==> src/rtl/bk_sector_seq.sv <==
// Save-state sector sequencer: turns OSD load/save requests into one slot's worth of
// hps_io sector reads/writes. Define BK_AUTOSAVE_EN to add the autosave_req start input.
module bk_sector_seq #(
    parameter int unsigned SECTORS_LOG2 = 6,
    parameter int unsigned SLOT_BITS    = 2,
    parameter logic [23:0] ACK_TIMEOUT  = 24'd16_000_000
) (
    input  logic                 clk_sys,
    input  logic                 reset,
    input  logic                 downloading,
    input  logic                 img_mounted,
    input  logic                 img_readonly,
    input  logic [63:0]          img_size,
    input  logic                 load_req,
    input  logic                 save_req,
`ifdef BK_AUTOSAVE_EN
    input  logic                 autosave_req,
`endif
    input  logic [SLOT_BITS-1:0] slot,
    input  logic                 sd_ack,
    output logic [31:0]          sd_lba,
    output logic                 sd_rd,
    output logic                 sd_wr,
    output logic                 bk_ena,
    output logic                 bk_loading,
    output logic                 bk_busy,
    output logic                 bk_error
);

    typedef enum logic [1:0] {IDLE, REQ, XFER} state_e;

    state_e      state_q, state_d;
    logic [31:0] lba_q, lba_d;
    logic [23:0] wdog_q, wdog_d;
    logic        rd_q, rd_d;
    logic        wr_q, wr_d;
    logic        ena_q, ena_d;
    logic        loading_q, loading_d;
    logic        busy_q, busy_d;
    logic        error_q, error_d;
    logic        ack_q, load_q, save_q, dl_q;

    logic loadLvl, saveLvl, loadEdge, saveEdge;
    logic ackRise, ackFall, dlRise, mountOk;
    logic startReq, startLoad, lastSector, wdogExpired;

    assign loadLvl  = load_req & ena_q;
    assign saveLvl  = save_req & ena_q;
    assign loadEdge = loadLvl & ~load_q;
    assign saveEdge = saveLvl & ~save_q;
    assign ackRise  = sd_ack & ~ack_q;
    assign ackFall  = ack_q & ~sd_ack;
    assign dlRise   = downloading & ~dl_q;
    assign mountOk  = downloading & img_mounted & (img_size != 64'd0) & ~img_readonly;

    assign lastSector  = &lba_q[SECTORS_LOG2-1:0];
    assign wdogExpired = (wdog_q + 24'd1) == ACK_TIMEOUT;

`ifdef BK_AUTOSAVE_EN
    // Autosave always writes and only wins when neither OSD request fires this cycle.
    logic autoLvl, auto_q;
    assign autoLvl   = autosave_req & ena_q;
    assign startReq  = loadEdge | saveEdge | (autoLvl & ~auto_q);

    always_ff @(posedge clk_sys or posedge reset) begin
        if (reset) auto_q <= 1'b0;
        else       auto_q <= autoLvl;
    end
`else
    assign startReq  = loadEdge | saveEdge;
`endif
    assign startLoad = loadEdge;

    always_ff @(posedge clk_sys or posedge reset) begin
        if (reset) begin
            state_q   <= IDLE;
            lba_q     <= '0;
            wdog_q    <= '0;
            rd_q      <= 1'b0;
            wr_q      <= 1'b0;
            ena_q     <= 1'b0;
            loading_q <= 1'b0;
            busy_q    <= 1'b0;
            error_q   <= 1'b0;
            ack_q     <= 1'b0;
            load_q    <= 1'b0;
            save_q    <= 1'b0;
            dl_q      <= 1'b0;
        end else begin
            state_q   <= state_d;
            lba_q     <= lba_d;
            wdog_q    <= wdog_d;
            rd_q      <= rd_d;
            wr_q      <= wr_d;
            ena_q     <= ena_d;
            loading_q <= loading_d;
            busy_q    <= busy_d;
            error_q   <= error_d;
            ack_q     <= sd_ack;
            load_q    <= loadLvl;
            save_q    <= saveLvl;
            dl_q      <= downloading;
        end
    end

    // Abort beats timeout beats the ack handshake; loading_q doubles as the transfer direction.
    always_comb begin
        state_d   = state_q;
        lba_d     = lba_q;
        wdog_d    = '0;
        rd_d      = rd_q;
        wr_d      = wr_q;
        loading_d = loading_q;
        busy_d    = busy_q;
        error_d   = error_q;
        ena_d     = ena_q;

        if (mountOk)     ena_d = 1'b1;
        else if (dlRise) ena_d = 1'b0;

        case (state_q)
            IDLE: begin
                if (startReq) begin
                    state_d   = REQ;
                    lba_d     = 32'(slot) << SECTORS_LOG2;
                    rd_d      = startLoad;
                    wr_d      = ~startLoad;
                    busy_d    = 1'b1;
                    loading_d = startLoad;
                    error_d   = 1'b0;
                end
            end
            REQ, XFER: begin
                wdog_d = wdog_q + 24'd1;
                if (dlRise || wdogExpired) begin
                    state_d   = IDLE;
                    wdog_d    = '0;
                    rd_d      = 1'b0;
                    wr_d      = 1'b0;
                    busy_d    = 1'b0;
                    loading_d = 1'b0;
                    error_d   = ~dlRise;
                end else if (state_q == REQ && ackRise) begin
                    state_d = XFER;
                    wdog_d  = '0;
                    rd_d    = 1'b0;
                    wr_d    = 1'b0;
                end else if (state_q == XFER && ackFall) begin
                    wdog_d = '0;
                    if (lastSector) begin
                        state_d   = IDLE;
                        busy_d    = 1'b0;
                        loading_d = 1'b0;
                    end else begin
                        state_d = REQ;
                        lba_d[SECTORS_LOG2-1:0] = lba_q[SECTORS_LOG2-1:0] + SECTORS_LOG2'(1);
                        rd_d    = loading_q;
                        wr_d    = ~loading_q;
                    end
                end
            end
            default: state_d = IDLE;
        endcase
    end

    assign sd_lba     = lba_q;
    assign sd_rd      = rd_q;
    assign sd_wr      = wr_q;
    assign bk_ena     = ena_q;
    assign bk_loading = loading_q;
    assign bk_busy    = busy_q;
    assign bk_error   = error_q;

endmodule
==> config.mk <==
export PLATFORM = sky130hd
export DESIGN_NAME = bk_sector_seq
export DESIGN_NICKNAME = d
export VERILOG_FILES = /design/src/rtl/bk_sector_seq.sv
export SDC_FILE = /design/constraint.sdc
export NUM_CORES = 1
export LEC_CHECK = 0
export BUFFER_PORTS_ARGS = -buffer_cell sky130_fd_sc_hd__buf_2
export CAP_MARGIN = 25
export CELL_PAD_IN_SITES_DETAIL_PLACEMENT = 0
export CELL_PAD_IN_SITES_GLOBAL_PLACEMENT = 1
export CORE_MARGIN = 2
export CORE_UTILIZATION = 30
export CTS_CLUSTER_SIZE = 20
export DETAILED_ROUTE_END_ITERATION = 7
export PLACE_DENSITY = 0.74
export SYNTH_ARGS = -nofsm -noshare
export SYNTH_HDL_FRONTEND = slang
export SYNTH_SLANG_ARGS = --single-unit
==> constraint.sdc <==
create_clock -name clk_sys -period 5.6 [get_ports clk_sys]
set_input_delay 1.12 -clock clk_sys [delete_from_list [all_inputs] [get_ports clk_sys]]
set_output_delay 1.12 -clock clk_sys [all_outputs]
set_load 0.02 [all_outputs]
==> metrics.md <==
| Metric | Value |
|---|---|
| Hold WS | `507 ps` |
| Pin count of the biggest net entering global routing | `45` |
| Initial antenna violation count | `0` |
| Reg-to-reg startpoint | `wdog_q[6]` |
| CTS tree | `done` |
| Post-synth ARST share | `100%` |
| Setup Skew | `7.40 ps` |
| CP endpoint kind | `flop` |
| Outcome | `completed` |
| Clock power frac | `25.0%` |
| Fin crit share | `63.9%` |
| Worst Tran Pin Value | `684 ps` |
| Worst endpoint required time | `5790 ps` |
| Crit path from | `wdog_q[6]` |
| Avg Inst Size Synth | `9.22 um2` |
| Post-CTS Hold Fix Bufs | `0` |
| Die height | `102 um` |
| Clock-pin slew on the worst setup and hold paths | `90 ps` |
| TritonRoute pass-1 iters | `4` |
| Predominant post-synthesis flop cell | `dfrtp_1` |
| Routed via count | `2528` |
| Root buffer cell | `clkbuf_8` |
| Syn Inst Count | `311` |
| Core area | `9240 um2` |
| Worst R2R End | `state_q[0]` |
| Relative slew slack | `54.0%` |
| Commonest non-fill, non-tap cell in the layout | `buf_2` |
| Final setup vio count | `0` |
| Cell total after placement | `522` |
| Row Count | `35` |
| RSZ-0062 raised after global routing | `false` |
| Finished Layout Cells | `530` |
| F_max | `0.280 GHz` |
| Min cycle time layout | `3580 ps` |
| Routed wire length | `7.21 mm` |
| #FFs+latches synth | `44` |
| Yosys cell types | `62` |
| GRT Util Overall | `14.5%` |
| Seq pwr share | `42.7%` |
| PostCTS Resize Cnt | `0` |
| Yosys warning total | `0` |
| Clk buf depth | `2` |
| Internal power | `549 uW` |
| Worst path arrival time | `3770 ps` |
| Power after layout | `878 uW` |
| Crit path launch type | `flop` |
| Max_cap viols | `0` |
| R2r setup slk | `2020 ps` |
| Drt drc | `0` |
| Detailed-route wire length per cell | `13.6 um` |
| Synthesis-to-layout area growth | `20.3%` |
| Fin area | `3450 um2` |
| NetSw | `329 uW` |
| Placed cell area | `3350 um2` |
| GPL Wtd Cong | `0.828` |
| Die X-Extent | `102 um` |
| Htree depth | `2` |
| Critical Path Sink | `state_q[0]` |
| Initial DRC count | `84` |
| # clock sinks | `44` |
| Commonest cells after routing, fill and taps aside | `buf_2 (87), dfrtp_1 (44), nor2_1 (29)` |
| Max FO, Critical Path | `24` |
| I/O Pins | `112` |
| Remaining antenna violation count | `0` |
| Initial core utilization | `31.0%` |
| Combinational Power Share | `32.3%` |
| Vias per cell | `4.77` |
| CTS buffer count | `5` |
| Worst vdd ir | `0.0959 mV` |
| DIE AREA | `10400 um2` |
| Mapped cell area | `2870 um2` |
| Classification of the worst-slack hold path | `reg2reg` |
| R2R cell count | `8` |
| Static leakage | `1.59 nW` |
| Worst skew pair latency | `310 ps` |
| IO Port Bufs | `87` |
| Setup TNS Final | `0 ps` |
| N_diodes | `0` |
| Fill count | `982` |
| GRT overflow | `0` |
| Pins over their slew limit | `0` |
| Critical setup path kind | `reg2reg` |
| Pwr dens | `255 nW/um2` |
| DP Wirelength | `5.68 mm` |
| Register area share after synthesis | `38.4%` |
| Layout Nets | `480` |
| Setup Buffers After CTS | `0` |
| Post-synth EDFFs | `0` |
| Number of global-route vias before repair | `2421` |
| Final Hold Viols | `0` |
| Sw Share | `37.5%` |
| Layout cells sized above 1 | `29.7%` |
| First-pass GRT wire length | `11.7 mm` |
## cells in the mapped netlist, types with 2 or more instances
| master | instances | area, um2 |
|---|---|---|
| dfrtp_1 | 44 | 1100 |
| inv_1 | 19 | 71.3 |
| o211ai_1 | 3 | 22.5 |
| ha_1 | 6 | 75.1 |
| and2_1 | 2 | 12.5 |
| a21oi_1 | 6 | 30.0 |
| xor2_1 | 11 | 96.3 |
| buf_4 | 24 | 180 |
| nand4_1 | 9 | 56.3 |
| o21ai_0 | 5 | 25.0 |
| buf_2 | 4 | 20.0 |
| a31oi_1 | 2 | 12.5 |
| a221o_1 | 2 | 20.0 |
| mux2i_1 | 2 | 20.0 |
| xnor2_1 | 13 | 114 |
| nor2_1 | 29 | 109 |
| or3_2 | 2 | 15.0 |
| a32oi_1 | 2 | 17.5 |
| a211o_1 | 2 | 17.5 |
| nor3_1 | 9 | 45.0 |
| nand2_1 | 23 | 86.3 |
| and3_1 | 2 | 12.5 |
| a2111oi_2 | 2 | 30.0 |
| or4_1 | 2 | 15.0 |
| mux2_2 | 4 | 45.0 |
| a21o_1 | 2 | 15.0 |
| nor4_1 | 24 | 150 |
| o22ai_1 | 2 | 12.5 |
| nor2b_1 | 4 | 25.0 |
| nand3_1 | 18 | 90.1 |
## cell type report
cell class,count,area (um2),share of cell area (%)
Clock buffer,6,82.6,2.39
Clock inverter,2,15.0,0.435
Multi-Input combinational cell,242,1580,45.7
Sequential cell,44,1100,31.9
Timing Repair Buffer,88,443,12.8
Inverter,19,71.3,2.07
Tap cell,129,161,4.68
## routing by layer
| metal | vias up | routed length, um | GRT usage [%] |
|---|---|---|---|
| met5 | - | 0 | 0 |
| met4 | 0 | 94 | 4.05 |
| met3 | 9 | 380 | 2.90 |
| met2 | 91 | 3760 | 26.1 |
| met1 | 1178 | 2970 | 17.3 |
| li1 | 1250 | - | - |
## worst max-delay path, cell delays in order (launching register included)
cell,delay [ps]
dfrtp_1,420
nand3_1,380
nor4_4,650
mux2_2,410
a2111oi_2,430
o2111ai_4,260
nand3_2,410
nand2_1,130
a221o_1,360
## state kept, by name (all words and copies together) (netlist names)
register and flops:
load_q 1, sd_rd 1, save_q 1, dl_q 1, wdog_q 24, sd_wr 1, bk_busy 1, state_q 2
bk_error 1, ack_q 1, sd_lba 8, bk_ena 1, bk_loading 1
## power groups by stage
| stage | combinational, mW | clock (mW) | sequential (mW) |
|---|---|---|---|
| floorplan | 0.178 | 0 | 0.407 |
| global placement | 0.286 | 0 | 0.381 |
| detailed placement | 0.288 | 0 | 0.382 |
| CTS | 0.288 | 0.229 | 0.376 |
| global route | 0.316 | 0.241 | 0.382 |
| finish | 0.284 | 0.219 | 0.375 |
## kinds of logic after synthesis
kind of cell | count (synthesis) | synth area share [%]
flip-flops | 44 | 38.4
adder cells (fa/ha/maj) | 6 | 2.62
multiplexers | 6 | 2.27
XOR/XNOR | 24 | 7.33
other | 1 | 0.131
buffers and inverters | 48 | 9.64
AND/OR/NAND/NOR | 140 | 27.6
AO/OA/AOI/OAI | 42 | 12.0
## per-stage QoR
step           utilization, %  setup slack [ps]
6_report                 37.3              2020
5_1_grt                  37.3              1710
3_5_place_dp             36.3              2000
3_3_place_gp             36.3              2100
4_1_cts                  37.3              1970
2_1_floorplan               -              2820
## worst min-delay path by stage
stage          cells after the start         to       from
6_report                           1  sd_lba[6]  sd_lba[6]
5_1_grt                            2      sd_wr      sd_wr
4_1_cts                            1  sd_lba[6]  sd_lba[6]
3_5_place_dp                       1  sd_lba[6]  sd_lba[6]
3_3_place_gp                       1  sd_lba[7]  sd_lba[7]
2_1_floorplan                      1  wdog_q[0]  wdog_q[0]
No activity file was read; power rests on OpenSTA's default activity.
